`src/rtl/abh_seq_pkg.sv`:
```
// rtl/abh_seq_pkg.sv - shared encodings for the ABH mux sequencer
package abh_seq_pkg;

  // Addressing-mode codes; 6 and 7 are reserved and run as IMP
  localparam int MODE_IMP  = 0;
  localparam int MODE_ZP   = 1;
  localparam int MODE_ABS  = 2;
  localparam int MODE_ABSX = 3;
  localparam int MODE_STK  = 4;
  localparam int MODE_IND  = 5;

  // One-hot ABH mux selects
  localparam logic [2:0] SEL_NONE = 3'b000;
  localparam logic [2:0] SEL_PCH  = 3'b001;
  localparam logic [2:0] SEL_DL   = 3'b010;
  localparam logic [2:0] SEL_PAGE = 3'b100;

  // Longest per-mode sequence in steps (IND), excluding the fix-up step
  localparam int SEQ_LEN_MAX = 4;

  typedef enum logic [1:0] {
    ST_IDLE = 2'd0,
    ST_STEP = 2'd1,
    ST_FIX  = 2'd2
  } abh_state_t;

  // Number of steps for a mode with every READY high and no page cross
  function automatic int seq_len(input int mode);
    case (mode)
      MODE_ZP, MODE_STK:   return 2;
      MODE_ABS, MODE_ABSX: return 3;
      MODE_IND:            return SEQ_LEN_MAX;
      default:             return 1;
    endcase
  endfunction

endpackage

```
`src/rtl/abh_seq_step_rom.sv`:
```
// rtl/abh_seq_step_rom.sv - (mode, step) to mux select, page select and last-step decode
module abh_seq_step_rom
  import abh_seq_pkg::*;
#(
  parameter int MODE_W = 3
) (
  input  logic [MODE_W-1:0] mode,
  input  logic [1:0]        step,
  output logic [2:0]        cntl,
  output logic              page1,
  output logic              last
);

  int mode_i;
  assign mode_i = int'(mode);

  // Pure table lookup; steps past the end of a mode are never addressed
  always_comb begin
    cntl  = SEL_PCH;
    page1 = 1'b0;
    last  = (int'(step) == seq_len(mode_i) - 1);
    case (mode_i)
      MODE_ZP: begin
        cntl = (step == 2'd0) ? SEL_PCH : SEL_PAGE;
      end
      MODE_STK: begin
        cntl  = (step == 2'd0) ? SEL_PCH : SEL_PAGE;
        page1 = (step != 2'd0);
      end
      MODE_ABS, MODE_ABSX, MODE_IND: begin
        cntl = (step < 2'd2) ? SEL_PCH : SEL_DL;
      end
      default: begin
        cntl = SEL_PCH;
      end
    endcase
  end

endmodule

```
`src/rtl/abh_sequencer.sv`:
```
// rtl/abh_sequencer.sv - ABH mux sequencer top; page-cross fix-up enabled by ABH_SEQ_PAGEFIX_EN
module abh_sequencer
  import abh_seq_pkg::*;
#(
  parameter int MODE_W = 3
) (
  input  logic              CLK,
  input  logic              RST,
  input  logic              START,
  input  logic [MODE_W-1:0] MODE,
  input  logic              READY,
  input  logic              CARRY,
  output logic [2:0]        CNTL,
  output logic              PAGE1,
  output logic              INC_ABH,
  output logic              BUSY,
  output logic              DONE,
  output logic              ACCEPT
);

`ifdef ABH_SEQ_PAGEFIX_EN
  localparam bit PAGEFIX_EN = 1'b1;
`else
  localparam bit PAGEFIX_EN = 1'b0;
`endif

  abh_state_t        state_q, state_d;
  logic [1:0]        step_q, step_d;
  logic [MODE_W-1:0] mode_q, mode_d;
  logic [2:0]        cntl_q, cntl_d;
  logic              page1_q, page1_d;
  logic              inc_abh_q, inc_abh_d;
  logic              busy_q, busy_d;
  logic              last_q, last_d;

  logic              fix_hit;
  logic              done_c;
  logic              take;
  logic [MODE_W-1:0] rom_mode;
  logic [1:0]        rom_step;
  logic [2:0]        rom_cntl;
  logic              rom_page1;
  logic              rom_last;

  // The ROM always decodes the step that will be active after the next edge
  abh_seq_step_rom #(.MODE_W(MODE_W)) u_rom (
    .mode  (rom_mode),
    .step  (rom_step),
    .cntl  (rom_cntl),
    .page1 (rom_page1),
    .last  (rom_last)
  );

  // Completion and hand-off decode; an ABSX page cross defers completion to FIX
  always_comb begin
    fix_hit  = PAGEFIX_EN && (int'(mode_q) == MODE_ABSX) && CARRY;
    done_c   = READY && (((state_q == ST_STEP) && last_q && !fix_hit) || (state_q == ST_FIX));
    take     = START && ((state_q == ST_IDLE) || done_c);
    rom_mode = take ? MODE : mode_q;
    rom_step = take ? 2'd0 : step_q + 2'd1;
  end

  // Next-state: new request wins on a done cycle, otherwise advance only when READY
  always_comb begin
    state_d   = state_q;
    step_d    = step_q;
    mode_d    = mode_q;
    cntl_d    = cntl_q;
    page1_d   = page1_q;
    inc_abh_d = inc_abh_q;
    last_d    = last_q;
    if (take) begin
      state_d   = ST_STEP;
      step_d    = 2'd0;
      mode_d    = MODE;
      cntl_d    = rom_cntl;
      page1_d   = rom_page1;
      inc_abh_d = 1'b0;
      last_d    = rom_last;
    end else if (READY) begin
      case (state_q)
        ST_STEP: begin
          if (!last_q) begin
            step_d    = step_q + 2'd1;
            cntl_d    = rom_cntl;
            page1_d   = rom_page1;
            last_d    = rom_last;
            inc_abh_d = PAGEFIX_EN && (int'(mode_q) == MODE_IND) && (step_q == 2'd2) && CARRY;
          end else if (fix_hit) begin
            state_d   = ST_FIX;
            cntl_d    = SEL_DL;
            page1_d   = 1'b0;
            inc_abh_d = 1'b1;
            last_d    = 1'b0;
          end else begin
            state_d   = ST_IDLE;
            step_d    = 2'd0;
            cntl_d    = SEL_NONE;
            page1_d   = 1'b0;
            inc_abh_d = 1'b0;
            last_d    = 1'b0;
          end
        end
        ST_FIX: begin
          state_d   = ST_IDLE;
          step_d    = 2'd0;
          cntl_d    = SEL_NONE;
          page1_d   = 1'b0;
          inc_abh_d = 1'b0;
          last_d    = 1'b0;
        end
        default: ;
      endcase
    end
    busy_d = (state_d != ST_IDLE);
  end

  // FSM and registered outputs; reset wins over stalls and new requests
  always_ff @(posedge CLK) begin
    if (RST) begin
      state_q   <= ST_IDLE;
      step_q    <= 2'd0;
      mode_q    <= '0;
      cntl_q    <= SEL_NONE;
      page1_q   <= 1'b0;
      inc_abh_q <= 1'b0;
      busy_q    <= 1'b0;
      last_q    <= 1'b0;
    end else begin
      state_q   <= state_d;
      step_q    <= step_d;
      mode_q    <= mode_d;
      cntl_q    <= cntl_d;
      page1_q   <= page1_d;
      inc_abh_q <= inc_abh_d;
      busy_q    <= busy_d;
      last_q    <= last_d;
    end
  end

  assign CNTL    = cntl_q;
  assign PAGE1   = page1_q;
  assign INC_ABH = inc_abh_q;
  assign BUSY    = busy_q;
  assign DONE    = done_c;
  assign ACCEPT  = (state_q == ST_IDLE) || done_c;

endmodule

```
`config.mk`:
```
export PLATFORM = sky130hd
export DESIGN_NAME = abh_sequencer
export DESIGN_NICKNAME = d
export VERILOG_FILES = /design/src/rtl/abh_seq_pkg.sv /design/src/rtl/abh_seq_step_rom.sv /design/src/rtl/abh_sequencer.sv
export SDC_FILE = /design/constraint.sdc
export NUM_CORES = 1
export LEC_CHECK = 0
export ABC_AREA = 1
export BUFFER_PORTS_ARGS = -buffer_cell sky130_fd_sc_hd__buf_2
export CAP_MARGIN = 20
export CORE_ASPECT_RATIO = 0.75
export CORE_MARGIN = 3
export CORE_UTILIZATION = 45
export DETAILED_ROUTE_END_ITERATION = 8
export GPL_TIMING_DRIVEN = 1
export PLACE_DENSITY = 0.64
export SETUP_SLACK_MARGIN = 0.5
export SLEW_MARGIN = 40
export SYNTH_ARGS = -nofsm -noshare
export SYNTH_HDL_FRONTEND = slang
export SYNTH_HIERARCHICAL = 1
export SYNTH_SLANG_ARGS = --single-unit
```
`constraint.sdc`:
```
create_clock -name CLK -period 3.5 [get_ports CLK]
set_input_delay 0.7 -clock CLK [delete_from_list [all_inputs] [get_ports CLK]]
set_output_delay 0.7 -clock CLK [all_outputs]
set_load 0.02 [all_outputs]
```
==> flow_summary.ini <==
[outcome]
outcome = finished clean

[floorplan]
core_um2 = 1822
row_count = 13
dieArea_um2 = 2602
start_util_pct = 49.93
num_io_pins = 16
die_h_um = 44.94
die_x_um = 57.92

[power_and_ir_drop]
power.density_nw_per_um2 = 383.3
p_leak_nw = 0.5991
power.total_mw = 0.3851
peakVddDrop_v = 0.0003613

[yosys]
ys_ff_latch = 13
syn_area_per_cell_um2 = 6.361
synthTopCellsByArea = dfxtp_1 (29%), inv_1 (14%), nand2_1 (12%)
async_flop_share_pct = 0
syn_area_um2 = 909.6
syn_inst = 143
synth_edf_count = 0
ys_seq_area_share_pct = 28.61
synth.top_cell.area_share_pct = 28.61
ys.flop_type = dfxtp_1
yosysTopAreaCell = dfxtp_1
synth_nets = 156
yosys_warnings = 6
yosysUniqueCellTypes = 22

[detailed_routing]
drtAntennaViolNets = 0
firstDrtPassIters = 4
drtIter0Drc = 21
avgRoutedWirePerCell_um = 10.16
drc = 0
routed-via-count = 846
wl_um = 1818
via_per_inst = 4.726

[cells_and_area]
layout-drive-gt1-share_pct = 17.20
final_cells = 179
n_fill_cell = 190
final_common_cell = inv_1
layout.nets = 171
final_util_pct = 55.15
areaGrowthSynthToFinish_pct = 10.45
final_area_um2 = 1005
n_antenna_cell = 0
mostFrequentLayoutCells = inv_1 (33), nand2_1 (28), nor2_1 (15), nand3_1 (14)

[worst_setup_path]
worstPathMaxFanout = 15
r2r-end = last_q
crit_end = last_q
r2r_slack_ns = 0.76
setup.worst_path.start_class = flip-flop
critPathCaptureType = flip-flop
crit_required_ns = 3.73
rr_startpoint = state_q[0]
crit_type = reg -> reg
cp-startpoint = state_q[0]
critical_path_arrival_ns = 2.97
reg2regPathDepth = 21

[global_routing]
grt_pass1_wl_um = 2877
antenna_found_initial = 0
grt_usage_pct = 14.51
first_global_vias = 718
grt_start_max_net_pins = 16
overflow = 0

[clock_tree]
clk_pin_slew_worst_paths_ns = 0.08
cts_setup_buffers = 0
cts_tree = done
cts_buffers = 3
clkLatencyLatePin_ns = 0.28
clock_sinks = 13
ctsHoldBuffers = 0
clockBufferDepth = 2
htreeDepth = 1
clockRootBuffer = clkbuf_4

[timing]
fmax_ghz = 0.3649
finClkSkew_ns = 0.003545
rsz0062_at_grt = no
layout_setup_ws_ns = 0.7592
report.final.hold_viol_count = 0
drv_slew = 0
fin_crit_ns = 2.741
report.final.setup_viol = 0
holdWs_ns = 0.5206
fin_crit_sh_pct = 78.31
tns_ns = 0

[placement]
hpwl_um = 1373
place_ws_ns = 0.7166
place_area_um2 = 975.9
gp_congestion = 0.7795
portBuffers = 13
place_inst = 175

[worst_hold_path]
whs_path_depth = 2
hold_class = reg -> reg

[flow_run]
cap_violations = 0
==> layer usage <==
metal / part of all wire [%] / GRT usage (%) / routed length, µm
met3: 4.6 / 5.143 / 84
met5: 0 / 0 / 0
met2: 46 / 25.68 / 836
met1: 49 / 17.21 / 887
met4: 0.55 / 2.778 / 10
==> report_power, final <==
group | leakage (nW) | total, mW | switching, mW | internal [mW]
registers | 0.107 | 0.169 | 0.00861 | 0.160
logic | 0.477 | 0.122 | 0.0780 | 0.0444
clock network | 0.0150 | 0.0941 | 0.0499 | 0.0442
total | 0.599 | 0.385 | 0.137 | 0.249
==> worst min path at each step <==
stage	from	end
final	step_q[0]	step_q[0]
after global routing	step_q[0]	step_q[0]
after CTS	step_q[0]	step_q[0]
after detailed placement	step_q[0]	step_q[0]
after global placement	step_q[0]	step_q[0]
after floorplan	step_q[0]	step_q[0]
==> critical path: stages, from the launching register on <==
cell and delay [ns]:
dfxtp_1 0.35, inv_1 0.09, ha_2 0.27, inv_2 0.04, nand2_1 0.07, nand2_2 0.07, nand2_4 0.11, nand2_4 0.13
o21ai_0 0.24, inv_1 0.13, nand3_2 0.12, inv_1 0.05, ha_1 0.26, inv_1 0.03, nor2_1 0.08, nand3_1 0.11
nor2_2 0.13, nor3b_1 0.19, nand2_1 0.07, nand3_1 0.06, nand2_1 0.05, inv_1 0.04
==> cell type report <==
class                      instances  area (µm²)  area share [%]
multi-input combinational         92       494.2           49.19
clock buffer                       4       26.28           2.615
tap                               22       27.53           2.740
inverter                          35       131.4           13.08
timing repair buffer              13       65.06           6.476
sequential                        13       260.3           25.90
==> flip-flops by register name, indices dropped and copies added (netlist names) <==
name     count
CNTL         3
PAGE1        1
last_q       1
BUSY         1
state_q      2
mode_q       3
step_q       2
==> timing repair <==
item / 4_1_cts / 5_1_grt
resized for setup: 0 / 1
endpoints found under the setup margin: 0 / 1
endpoints found under the hold margin: 0 / 0
==> cells in the mapped netlist, types with 2 or more instances <==
| library cell | instances |
|---|---|
| inv_1 | 33 |
| nand2_4 | 2 |
| nor2_1 | 15 |
| a21oi_1 | 4 |
| nand2_1 | 28 |
| buf_4 | 2 |
| nand3_1 | 14 |
| o21ai_0 | 9 |
| o21ai_2 | 2 |
| dfxtp_1 | 13 |
| ha_1 | 5 |
| nor3b_1 | 5 |
| inv_2 | 2 |
==> cell families after synthesis <==
kind of cell | share of synthesized area, %
flops | 28.61
fa+ha+maj | 6.878
compound gates | 10.59
xor+xnor | 0.9630
buf+inv | 17.33
simple gates | 35.21
other cells | 0.4123
(Power assumes the default switching activity.)
